### src/rtl/pad_scan_controller.sv
// pad_scan_controller: serial gamepad scanner producing latch/clock waveforms and parallel button words
// Ports:
//   clk, reset            system clock, asynchronous active-high reset
//   scan_start            single-cycle scan request (ignored while busy)
//   pad_data[1:0]         serial button data, [0]=P1, [1]=P2, 1 = pressed
//   pad_latch, pad_clk    strobes driven to the pads
//   busy                  scan in progress, through the publishing cycle
//   p1/p2_buttons         last completed button words, bit k = k-th serial bit
//   p1/p2_pressed         newly pressed mask from the last completion
//   buttons_valid         one-cycle pulse when the words above update
module pad_scan_controller #(
    parameter int CLK_FREQ     = 24000000,
    parameter int PAD_CLK_FREQ = 1000000,
    parameter int BUTTON_COUNT = 12
) (
    input  logic                    clk,
    input  logic                    reset,
    input  logic                    scan_start,
    input  logic [1:0]              pad_data,
    output logic                    pad_latch,
    output logic                    pad_clk,
    output logic                    busy,
    output logic [BUTTON_COUNT-1:0] p1_buttons,
    output logic [BUTTON_COUNT-1:0] p2_buttons,
    output logic [BUTTON_COUNT-1:0] p1_pressed,
    output logic [BUTTON_COUNT-1:0] p2_pressed,
    output logic                    buttons_valid
);
    localparam int HALF = CLK_FREQ / (2 * PAD_CLK_FREQ);
    localparam int PW   = $clog2(2 * HALF + 2);
    localparam int BW   = $clog2(BUTTON_COUNT + 1);

    if (HALF < 1) begin : g_half_check
        $error("pad_scan_controller: HALF must be at least 1");
    end

    typedef enum logic [2:0] {IDLE, LATCH, CLK_HI, CLK_LO, DONE} state_t;

    state_t                  state_q, state_d;
    logic [PW-1:0]           cnt_q, cnt_d;
    logic [BW-1:0]           bcnt_q, bcnt_d, k;
    logic [BUTTON_COUNT-1:0] sr1_q, sr1_d, sr2_q, sr2_d;
    logic                    pad_latch_q, pad_clk_q, busy_q, valid_q;
    logic [BUTTON_COUNT-1:0] p1b_q, p2b_q, p1p_q, p2p_q;

    assign k = bcnt_q + BW'(1);

    always_comb begin
        state_d = state_q;
        cnt_d   = cnt_q + PW'(1);
        bcnt_d  = bcnt_q;
        sr1_d   = sr1_q;
        sr2_d   = sr2_q;
        case (state_q)
            IDLE: begin
                cnt_d = '0;
                if (scan_start) begin
                    state_d = LATCH;
                    sr1_d   = '0;
                    sr2_d   = '0;
                    bcnt_d  = '0;
                end
            end
            LATCH: if (cnt_q == PW'(2 * HALF - 1)) begin
                cnt_d    = '0;
                sr1_d[0] = pad_data[0];
                sr2_d[0] = pad_data[1];
                state_d  = (BUTTON_COUNT > 1) ? CLK_HI : DONE;
            end
            CLK_HI: if (cnt_q == PW'(HALF - 1)) begin
                cnt_d   = '0;
                state_d = CLK_LO;
            end
            CLK_LO: if (cnt_q == PW'(HALF - 1)) begin
                cnt_d    = '0;
                sr1_d[k] = pad_data[0];
                sr2_d[k] = pad_data[1];
                bcnt_d   = k;
                state_d  = (k == BW'(BUTTON_COUNT - 1)) ? DONE : CLK_HI;
            end
            DONE: begin
                cnt_d   = '0;
                state_d = IDLE;
            end
            default: state_d = IDLE;
        endcase
    end

    // Outputs are registered from the next state so each strobe lines up with the state it belongs to.
    always_ff @(posedge clk or posedge reset) begin
        if (reset) begin
            state_q     <= IDLE;
            cnt_q       <= '0;
            bcnt_q      <= '0;
            sr1_q       <= '0;
            sr2_q       <= '0;
            pad_latch_q <= 1'b0;
            pad_clk_q   <= 1'b0;
            busy_q      <= 1'b0;
            valid_q     <= 1'b0;
            p1b_q       <= '0;
            p2b_q       <= '0;
            p1p_q       <= '0;
            p2p_q       <= '0;
        end else begin
            state_q     <= state_d;
            cnt_q       <= cnt_d;
            bcnt_q      <= bcnt_d;
            sr1_q       <= sr1_d;
            sr2_q       <= sr2_d;
            pad_latch_q <= state_d == LATCH;
            pad_clk_q   <= state_d == CLK_HI;
            busy_q      <= state_d != IDLE;
            valid_q     <= state_d == DONE;
            if (state_d == DONE) begin
                p1b_q <= sr1_d;
                p2b_q <= sr2_d;
                p1p_q <= sr1_d & ~p1b_q;
                p2p_q <= sr2_d & ~p2b_q;
            end
        end
    end

    assign pad_latch     = pad_latch_q;
    assign pad_clk       = pad_clk_q;
    assign busy          = busy_q;
    assign buttons_valid = valid_q;
    assign p1_buttons    = p1b_q;
    assign p2_buttons    = p2b_q;
    assign p1_pressed    = p1p_q;
    assign p2_pressed    = p2p_q;
endmodule

### config.mk
export PLATFORM = sky130hd
export DESIGN_NAME = pad_scan_controller
export DESIGN_NICKNAME = d
export VERILOG_FILES = /design/src/rtl/pad_scan_controller.sv
export SDC_FILE = /design/constraint.sdc
export NUM_CORES = 1
export LEC_CHECK = 0
export CAP_MARGIN = 25
export CORE_MARGIN = 2
export CORE_UTILIZATION = 39
export DETAILED_ROUTE_END_ITERATION = 7
export GPL_ROUTABILITY_DRIVEN = 0
export PLACE_DENSITY_LB_ADDON = 0.15
export SYNTH_ARGS = -nofsm -noshare
export SYNTH_HDL_FRONTEND = slang
export SYNTH_SLANG_ARGS = --single-unit
### constraint.sdc
create_clock -name clk -period 3.16 [get_ports clk]
set_input_delay 0.632 -clock clk [delete_from_list [all_inputs] [get_ports clk]]
set_output_delay 0.632 -clock clk [all_outputs]
set_load 0.005 [all_outputs]
==> run summary <==
DIE WIDTH: 102.4 um
Area Growth Syn to Fin: 24.74%
Crit Path Class: reg2reg
Utilization after layout: 0.5053
Resized cells post-CTS: 0
Maximum VDD drop: 0.2255 mV
Site row count: 35
Nets: 416
Seq/Total Area, Yosys: 0.5695
CTS Buf Count: 9
Worst hold slack: 0.4682 ns
Worst-margin pin slew: 0.7632 ns
Number of global-route vias before repair: 2634
Period utilisation layout: 0.7686
Placed Instances: 523
Post CTS Setup Buffer Count: 0
CTS sink count: 86
Port Buffers: 56
# IOs: 57
Final hold vios: 0
Startpoint Class: register
Setup TNS: 0 ns
Number of synthesis warnings: 0
Post-Synthesis Cells: 351
Drt wl/cell: 15.22 um
Hold Buf Count CTS: 0
Ant. Diodes: 0
Asr flop ratio synth: 1.000
Tmin final: 2.429 ns
Die height: 102.4 um
Pin count of the biggest net entering global routing: 58
CP required: 3.40 ns
Initial antenna violation count: 0
R2r worst-path depth: 8
Post-synth cell types: 53
Post-Route WL: 8204 um
Total gr overflow: 0
Total number of vias: 2811
Detailed Routing Iterations Pass 1: 4
Worst-path clk slew: 0.08 ns
Critical path endpoint category: register
GRT Util Overall: 0.1662
RSZ-0062 raised after global routing: false
Root Driver: clkbuf_8
Share of cells above drive strength 1: 0.1268
Fill cells: 882
Final Setup Violations: 0
CP arrival: 2.67 ns
H-Tree Level Count: 3
Max Slew Vio Count: 0
Clk Latency, worst-skew pair: 0.35 ns
Hold Path Depth: 2
Run status: finished clean
Antenna Violating Nets Remaining: 0
Longest Clk Path Bufs: 2
Global-route wire length before repair: 13580 um
Reg2Reg Launch Point: bcnt_q[0]$_DFFE_PP0P_
Predominant post-synthesis flop cell: dfrtp_1
Tightest Hold Check Type: reg2reg
HP Start: p2_pressed[0]$_DFFE_PP0N_
Capturing point of the worst reg2reg path: p2_pressed[10]$_DFFE_PP0N_
Worst reg2reg setup slack: 0.73 ns
Number of flops mapped to enable cells by yosys: 0
Post-synthesis cell area: 3779 um^2
Starting Density: 0.4051
Max Cap Viol: 0
Net Count, Synth: 362
Synthesized area per cell: 10.77 um^2
Crit-path max FO: 57
P per Cell Area: 439.4 nW/um^2
CTS tree: yes
DPL Wire Length: 5491 um
Peak Freq: 411.7 MHz
Relative slew margins: 0.4906
Hold endpoint: p2_pressed[0]$_DFFE_PP0N_
Pleak: 2.125 nW
Die area: 10490 um^2
Finished Layout Cells: 539
Final clock skew: 0.007267 ns
Via/cell ratio: 5.215
Drt first-iter violations: 131
#FFs+latches synth: 86
Placeable Area: 9328 um^2
DRC viols: 0
-- cell usage after synthesis, drive strengths merged (3+ instances only) --
| library cell | count | area [um^2] |
|---|---|---|
| ha | 6 | 75.07 |
| clkbuf | 8 | 30.03 |
| and2 | 5 | 31.28 |
| mux2 | 8 | 90.09 |
| nand2 | 49 | 198.9 |
| a21oi | 7 | 38.79 |
| nand3b | 5 | 37.54 |
| dfrtp | 86 | 2152 |
| buf | 11 | 63.81 |
| nor2 | 35 | 133.9 |
| nand3 | 8 | 45.04 |
| nor3 | 9 | 70.07 |
| o31ai | 8 | 95.09 |
| a211oi | 5 | 42.54 |
| a22o | 11 | 96.34 |
| o311ai | 10 | 87.59 |
| inv | 15 | 56.31 |
| nand2b | 3 | 18.77 |
| a22oi | 7 | 52.55 |
| o21ai | 30 | 153.9 |
-- metal layers --
layer  GRT usage  part of all wire  wire length (um)  up-vias
met4     0.04615             0.012               100        0
met3     0.04036             0.041               337       10
met2      0.2388              0.44              3630       71
li1            -                 -                 -     1355
met1      0.2503              0.50              4136     1375
met5           0                 0                 0        -
-- cell families (layout without fill, tap and decap cells) --
logic type,Yosys count,in the layout,share of synthesized area
AOI/OAI and AO/OA,95,95,0.1884
buffers and inverters,34,93,0.03974
and+or+nand+nor,120,120,0.1540
adders and majority gates,6,6,0.01987
muxes,8,8,0.02384
DFF,86,86,0.5695
xor gates and xnor gates,2,2,0.004637
-- per-stage QoR --
step | worst slack [ns] | instance area, um^2 | power, W
floorplan | 0.3062 | 3779 | 0.001145
finish | 0.7312 | 4713 | 0.002071
global placement | 0.6184 | 4466 | 0.001162
global route | 0.5323 | 4713 | 0.002146
CTS | 0.7066 | 4713 | 0.002102
detailed placement | 0.5924 | 4466 | 0.001162
-- registers in the layout (all words and copies together) (netlist names) --
signal and cells:
pad_clk 1, sr2_q 11, pad_latch 1, p1_pressed 12
state_q 3, p2_pressed 12, p2_buttons 12, p1_buttons 12
buttons_valid 1, sr1_q 11, cnt_q 5, bcnt_q 4
busy 1
-- cell usage in the layout (no fill, tap or decap), types with 6 or more instances in the layout --
cell             count
nor2_1              34
inv_1               12
ha_1                 6
o21ai_1             21
mux2_2               7
clkdlybuf4s50_1     56
a21oi_1              6
nand2_1             45
o21ai_0              8
nand3_1              7
a22o_1              11
o311ai_1             9
dfrtp_1             86
a22oi_1              7
clkbuf_8            10
o31ai_2              7
-- critical path, stage by stage, from the launching register on --
cell and delay, ns:
dfrtp_1 0.46, ha_1 0.30, and2_1 0.18, a21o_1 0.23, a21o_1 0.24, nand3_2 0.10, buf_4 0.48, nor2_1 0.09
a22o_1 0.21
-- power breakdown --
group / switching [W] / internal [W] / total (W) / leakage (nW)
Clock: 0.000384 / 0.000548 / 0.000933 / 0.120
Sequential: 0.00000139 / 0.00110 / 0.00110 / 1.05
Combinational: 0.0000260 / 0.00000906 / 0.0000350 / 0.958
Total: 0.000412 / 0.00166 / 0.00207 / 2.13
-- worst max path at each step --
stage,startpoint,depth (start not counted),to
2_1_floorplan,reset,1,bcnt_q[0]$_DFFE_PP0P_
3_3_place_gp,scan_start,6,p2_buttons[7]$_DFFE_PP0N_
3_5_place_dp,scan_start,6,p2_buttons[7]$_DFFE_PP0N_
4_1_cts,bcnt_q[0]$_DFFE_PP0P_,8,p2_pressed[7]$_DFFE_PP0N_
5_1_grt,bcnt_q[0]$_DFFE_PP0P_,8,p2_pressed[7]$_DFFE_PP0N_
6_report,bcnt_q[0]$_DFFE_PP0P_,8,p2_pressed[10]$_DFFE_PP0N_
-- cell type report --
| type | count | area (um^2) | area share |
|---|---|---|---|
| flip-flops and latches | 86 | 2152 | 0.4566 |
| clock buffers | 11 | 141.4 | 0.03000 |
| inverters | 15 | 57.56 | 0.01221 |
| multi-input cells | 231 | 1476 | 0.3132 |
| clock inverters | 5 | 106.4 | 0.02256 |
| repair buffers | 62 | 618.1 | 0.1311 |
| well taps | 129 | 161.4 | 0.03424 |
No activity file was read; power rests on OpenSTA's default activity.
